===== src/rtl/return_addr_stack.sv =====
// Call/return address stack feeding the program counter's load port (jump_en / jump_addr).
// Define RAS_WRAP_EN to make a CALL on a full stack overwrite the oldest entry instead of dropping the push.
module return_addr_stack #(
  parameter int ADDR_W = 15,
  parameter int DEPTH  = 8
) (
  input  logic              CLK,
  input  logic              CLR_N,
  input  logic [ADDR_W-1:0] pc_addr,
  input  logic              call,
  input  logic              ret,
  input  logic [ADDR_W-1:0] call_target,
  output logic              jump_en,
  output logic [ADDR_W-1:0] jump_addr,
  output logic              empty,
  output logic              full,
  output logic              overflow,
  output logic              underflow,
  output logic              conflict
);

  localparam int PTR_W = $clog2(DEPTH);

  logic [ADDR_W-1:0] mem [DEPTH];
  logic [PTR_W-1:0]  top;
  logic [PTR_W-1:0]  top_prev;
  logic [PTR_W:0]    count;
  logic [ADDR_W-1:0] ret_addr;
  logic              store;
  logic              grow;
  logic              pop;

  assign empty    = (count == '0);
  assign full     = (count == (PTR_W+1)'(DEPTH));
  assign top_prev = top - PTR_W'(1);
  assign ret_addr = pc_addr + ADDR_W'(1);

  // CALL wins over RET, so a pop only happens when call is low.
  assign pop = ret && !call && !empty;

`ifdef RAS_WRAP_EN
  // On full, top already points at the oldest entry, so writing there overwrites it.
  assign store = call;
  assign grow  = call && !full;
`else
  assign store = call && !full;
  assign grow  = store;
`endif

  // NOTE: storage has no reset on purpose; validity is tracked by count alone,
  // which lets the array map onto plain RAM/flop arrays without a reset tree.
  always_ff @(posedge CLK) begin
    if (store) mem[top] <= ret_addr;
  end

  // NOTE: all sequential state uses non-blocking assignments so every register
  // samples the pre-edge values regardless of statement order.
  always_ff @(posedge CLK or negedge CLR_N) begin
    if (!CLR_N) begin
      top       <= '0;
      count     <= '0;
      jump_en   <= 1'b0;
      jump_addr <= '0;
      overflow  <= 1'b0;
      underflow <= 1'b0;
      conflict  <= 1'b0;
    end else begin
      jump_en <= call || pop;

      if (call)     jump_addr <= call_target;
      else if (pop) jump_addr <= mem[top_prev];

      if (store)    top <= top + PTR_W'(1);
      else if (pop) top <= top_prev;

      if (grow)     count <= count + 1'b1;
      else if (pop) count <= count - 1'b1;

      if (call && full)           overflow  <= 1'b1;
      if (ret && !call && empty)  underflow <= 1'b1;
      if (call && ret)            conflict  <= 1'b1;
    end
  end

endmodule

===== config.mk =====
export PLATFORM = sky130hd
export DESIGN_NAME = return_addr_stack
export DESIGN_NICKNAME = d
export VERILOG_FILES = /design/src/rtl/return_addr_stack.sv
export SDC_FILE = /design/constraint.sdc
export NUM_CORES = 1
export LEC_CHECK = 0
export CAP_MARGIN = 20
export CORE_MARGIN = 2
export CORE_UTILIZATION = 52
export CTS_CLUSTER_SIZE = 20
export DETAILED_ROUTE_END_ITERATION = 10
export PLACE_DENSITY = 0.87
export SKIP_LAST_GASP = 1
export SYNTH_ARGS = -nofsm -noshare
export SYNTH_HDL_FRONTEND = slang
export SYNTH_SLANG_ARGS = --single-unit

===== constraint.sdc =====
create_clock -name CLK -period 2.7 [get_ports CLK]
set_input_delay 0.54 -clock CLK [delete_from_list [all_inputs] [get_ports CLK]]
set_output_delay 0.54 -clock CLK [all_outputs]
set_load 0.02 [all_outputs]

==> flow_summary.ini, run 1 <==
[run_status]
status = finished clean

[pwr]
p_leak_nw = 2.77
powerDensity_nw_per_um2 = 1150
ir_drop_mv = 0.761

[synthesis]
synth.most_common_cell = edfxtp_1
synth-async-reset-ratio = 0.178
netlist_area_um2 = 6730
synthFlopType = edfxtp_1
synth_nets = 493
yosysTopAreaCell = edfxtp_1
synth_edf_count = 120
yosysUniqueCellTypes = 44
ys_seq_elements = 146
ys_seq_area_frac = 0.632
synth_top_area_frac = 0.535
yosys_warnings = 0
synthTopCellsByArea = edfxtp_1, dfrtp_1, mux2i_1
synth_common_cells = edfxtp_1, nor3b_1, nor3_1
postSynthCellCount = 455
syn_avg_cell_area_um2 = 14.8

[placement]
pre_cts_slack_ns = 0.122
dpl.hpwl_mm = 8.54
placed_cells = 665
numPortBuffers = 54
gp_congestion = 0.754

[hold_path]
min_from = overflow
hp-class = reg -> reg
holdPathEnd = overflow
whs_path_depth = 1

[detailed_routing]
num_vias = 4056
wl_per_cell_um = 19.5
drt_iter0_drc = 351
ant_nets = 0
drt-vias-per-instance = 5.83
first_pass_iters = 5
drc = 0
totalWireLength_mm = 13.5

[final_layout]
area_delta_synth_final_pct = 19.1
fin_cells = 696
utilization = 0.635
final_layout_size_suffix_gt1_frac = 0.160
layout.nets = 550
n_antenna_cell = 0
fillers = 885

[timing]
hold_viol = 0
final_max_slew_viol_count = 0
layout_setup_ws_ns = 0.137
fin_setup_tns_ns = 0
fin_crit_sh = 0.949
max_freq_ghz = 0.390
worst_slew_pin_slew_ns = 0.747
rsz0062_at_grt = no
fin_skew_ns = 0.00957
post-route-min-period_ns = 2.56
setup_viol = 0
slew_headroom = 0.499
finalHoldWorstSlack_ns = 0.455

[setup_path]
cp_data_required_time_ns = 2.16
rr_startpoint = top[1]
cp_slowest_stage_delay_ns = 0.67
r2r_end = jump_addr[7]
cpMaxStageDelayCell = clkdlybuf4s50_1
worstRegToRegCells = 7
crit_type = reg -> out
end_kind = output pin
crit_chain = nor4b_4 > clkdlybuf4s50_1
reg2reg_slack_ns = 0.27
start_kind = register
crit_path_max_fanout = 8
critPathArrivalTime_ns = 2.02

[grt]
grt_max_degree = 58
grt_pass1_wl_mm = 21.3
grtUsageTotal = 0.203
grt_remaining_overflow = 0
antenna_found_initial = 0
grt_pass1_vias = 3914

[floorplanning]
die_w_um = 118
rows = 41
die_area_um2 = 13900
core_area_um2 = 12600
die_h_um = 118
start_util = 0.534
ios = 55

[cts]
tritoncts = yes
root_buffer = clkbuf_16
htreeDepth = 4
cts_resized = 0
numClockSinks = 146
clk_pin_slew_ns = 0.06
cts_buffers = 17
postCtsSetupBuffers = 0
clockBufferDepth = 2
holdBufCountCts = 0
clk-insertion-delay-late_ns = 0.42

[flow_run]
maxCapViolCount = 0
-- sequential cells by signal, indices dropped and copies added, names as in the netlist --
| name | cells |
|---|---|
| conflict | 1 |
| underflow | 1 |
| mem | 120 |
| count | 4 |
| jump_addr | 15 |
| jump_en | 1 |
| top | 3 |
| overflow | 1 |
-- per-layer routing --
| metal | up-vias | GRT usage | part of all wire |
|---|---|---|---|
| met4 | 0 | 0.0776 | 0.018 |
| met5 | - | 0 | 0 |
| met3 | 18 | 0.0567 | 0.056 |
| met1 | 2018 | 0.266 | 0.43 |
| met2 | 150 | 0.323 | 0.49 |
| li1 | 1870 | - | - |
-- layout by cell type, fill, tap and decap left out, drive strengths merged, types with 7 or more instances in the layout --
cell           count
nor3b             41
mux4              10
buf               19
a221oi            11
nor3              36
dfrtp             26
nand2             18
edfxtp           120
nand4             12
inv               18
clkbuf            17
nand3              7
xnor2             15
nor2               7
mux2              10
clkdlybuf4s50     54
mux2i             35
nand3b            20
-- metrics by stage --
step	instance area, um2	total power [mW]
floorplan	6740	6.13
global placement	7460	6.88
detailed placement	7460	7.05
CTS	8020	9.27
global route	8020	9.69
finish	8020	9.26
-- final cells by class --
type	count	area, um2	area share
multi-input combinational	259	2170	0.271
clock buffer	17	425	0.0531
tap	172	215	0.0268
sequential	146	4260	0.531
timing repair buffer	73	758	0.0946
inverter	15	56.3	0.00702
clock inverter	14	138	0.0172
-- report_power, final --
part	internal, mW	switching (mW)	leakage, nW
sequential	2.89	0.247	1.39
combinational	1.71	2.18	1.12
clock	1.35	0.880	0.264
total	5.95	3.31	2.77
-- worst max-delay path: cells and delay by family, from the launching register on --
kind / cells / cell delay (ns)
flops: 1 / 0.51
simple gates: 1 / 0.43
buf+inv: 1 / 0.67
-- kinds of logic after synthesis --
logic type	after synthesis	synth area share
AND/OR/NAND/NOR	153	0.143
flip-flops	146	0.632
multiplexers	55	0.104
buffers and inverters	50	0.0500
AO/OA/AOI/OAI	30	0.0385
XOR/XNOR	17	0.0249
adder cells (fa/ha/maj)	4	0.00743
-- how the worst max path moves through the flow --
stage,start,endpoint,slack [ns]
floorplan,call,mem[1][0],0.08
global placement,pc_addr[2],mem[6][9],0.23
detailed placement,pc_addr[2],mem[7][9],0.12
CTS,count[1],full,0.11
global route,count[1],full,0.01
finish,count[1],full,0.14
No activity file was read; power rests on OpenSTA's default activity.
==> inputs of run 2 (changes only) <==
Settings changed: CORE_MARGIN 2 to 8.
==> flow_summary.ini, run 2 (synthesis results as in run 1) <==
[setup_path]
crit_path_max_fanout = 8
crit_chain = nor4b_4 > clkdlybuf4s50_1
cpMaxStageDelayCell = clkdlybuf4s50_1
crit_type = reg -> out
end_kind = output pin
critPathArrivalTime_ns = 2.01
cp_data_required_time_ns = 2.16
cpLargestDelayFamily = buffers and inverters
start_kind = register
cp.buffers_inverters = 1
cp_slowest_stage_delay_ns = 0.68

[floorplanning]
core_area_um2 = 12600
start_util = 0.534
ios = 55
die_area_um2 = 16800
rows = 41
die_w_um = 130
die_h_um = 130

[pwr]
powerDensity_nw_per_um2 = 1180
p_leak_nw = 2.81
ir_drop_mv = 0.516

[cts]
clockBufferDepth = 2
root_buffer = clkbuf_16
cts_resized = 0
clk-insertion-delay-late_ns = 0.41
postCtsSetupBuffers = 0
clk_pin_slew_ns = 0.06
htreeDepth = 4
numClockSinks = 146
cts_buffers = 17
tritoncts = yes
holdBufCountCts = 0

[final_layout]
n_antenna_cell = 0
final_cell_mix = edfxtp_1, clkdlybuf4s50_1, nor3b_1, mux2i_1, nor3_1
reg_top3 = mem (120), jump_addr (15), count (4)
layout_commonest_cell = edfxtp_1
multi_input_area_um2 = 2170
area_delta_synth_final_pct = 20.5
layout.nets = 552
fillers = 864
largest_reg_flops = 120
final_layout_size_suffix_gt1_frac = 0.167
regArea_um2 = 4260
utilization = 0.643
top_register = mem

[timing]
fin_skew_ns = 0.00627
fin_setup_tns_ns = 0
post-route-min-period_ns = 2.55
setup_viol = 0
slew_headroom = 0.497
finalHoldWorstSlack_ns = 0.455
max_freq_ghz = 0.391
hold_viol = 0
final_max_slew_viol_count = 0
rsz0062_at_grt = no
fin_crit_sh = 0.946
worst_slew_pin_slew_ns = 0.750

[grt]
grt_pass1_vias = 4048
grtUsageTotal = 0.174
grt_pass1_wl_mm = 21.9
grt_max_degree = 69
grt_remaining_overflow = 0
antenna_found_initial = 0

[detailed_routing]
drt-vias-per-instance = 5.70
num_vias = 3986
drt_iter0_drc = 575
drc = 0
wl_per_cell_um = 20.1
totalWireLength_mm = 14.1
ant_nets = 0
first_pass_iters = 4

[run_status]
status = finished clean

[hold_path]
hp-class = reg -> reg

[placement]
dpl.hpwl_mm = 8.95
gp_congestion = 0.762
numPortBuffers = 54

[flow_run]
maxCapViolCount = 0
-- run 2: changes by cell type in the layout (fill, tap and decap cells not counted) --
cell,previous run,this run
bufinv_16,2,5
inv_6,3,0
buf_4,13,15
clkinv_4,0,2
clkinv_1,3,2
-- run 2: worst paths after layout --
path,startpoint,end,slack [ns],cells past startpoint
max,count[1],full,0.15,2
min,overflow,overflow,0.45,1
max reg2reg,top[1],jump_addr[14],0.22,7
min reg2reg,overflow,overflow,0.45,1
max in group asynchronous,CLR_N,top[0],1.93,2
min in group asynchronous,CLR_N,jump_addr[0],0.49,2
-- run 2: worst reg2reg max path, cell delays in order (launching register included) --
cell	delay [ns]
dfrtp_1	0.50
inv_1	0.10
ha_2	0.22
xnor2_4	0.40
buf_12	0.30
mux2i_1	0.29
nand4_1	0.22
a221oi_1	0.33
-- run 2: per-layer routing --
metal  global-route usage  vias to the layer above  share of wire
met3               0.0388                       12          0.079
met2                0.290                      132           0.51
li1                     -                     1872              -
met1                0.213                     1970           0.40
met4               0.0813                        0          0.010
met5                    0                        -              0
-- run 2: layout make-up --
cell class	count	area share
sequential	146	0.525
multi-input combinational	259	0.268
timing repair buffer	75	0.0953
clock buffer	17	0.0524
clock inverter	15	0.0265
tap	172	0.0265
inverter	15	0.00694
-- run 2: through the flow --
step | total power [mW] | area, um2 | setup WS, ns | instances
floorplan | 6.13 | 6740 | 0.0786 | 455
global placement | 6.93 | 7470 | 0.348 | 667
detailed placement | 7.07 | 7470 | 0.173 | 667
CTS | 9.63 | 8110 | 0.108 | 699
global route | 10.0 | 8110 | 0.0265 | 699
finish | 9.58 | 8110 | 0.146 | 699
-- run 2: report_power, final --
group	leakage, nW	switching, mW	internal, mW
Sequential	1.39	0.237	2.89
Clock	0.300	0.870	1.63
Combinational	1.13	2.21	1.74
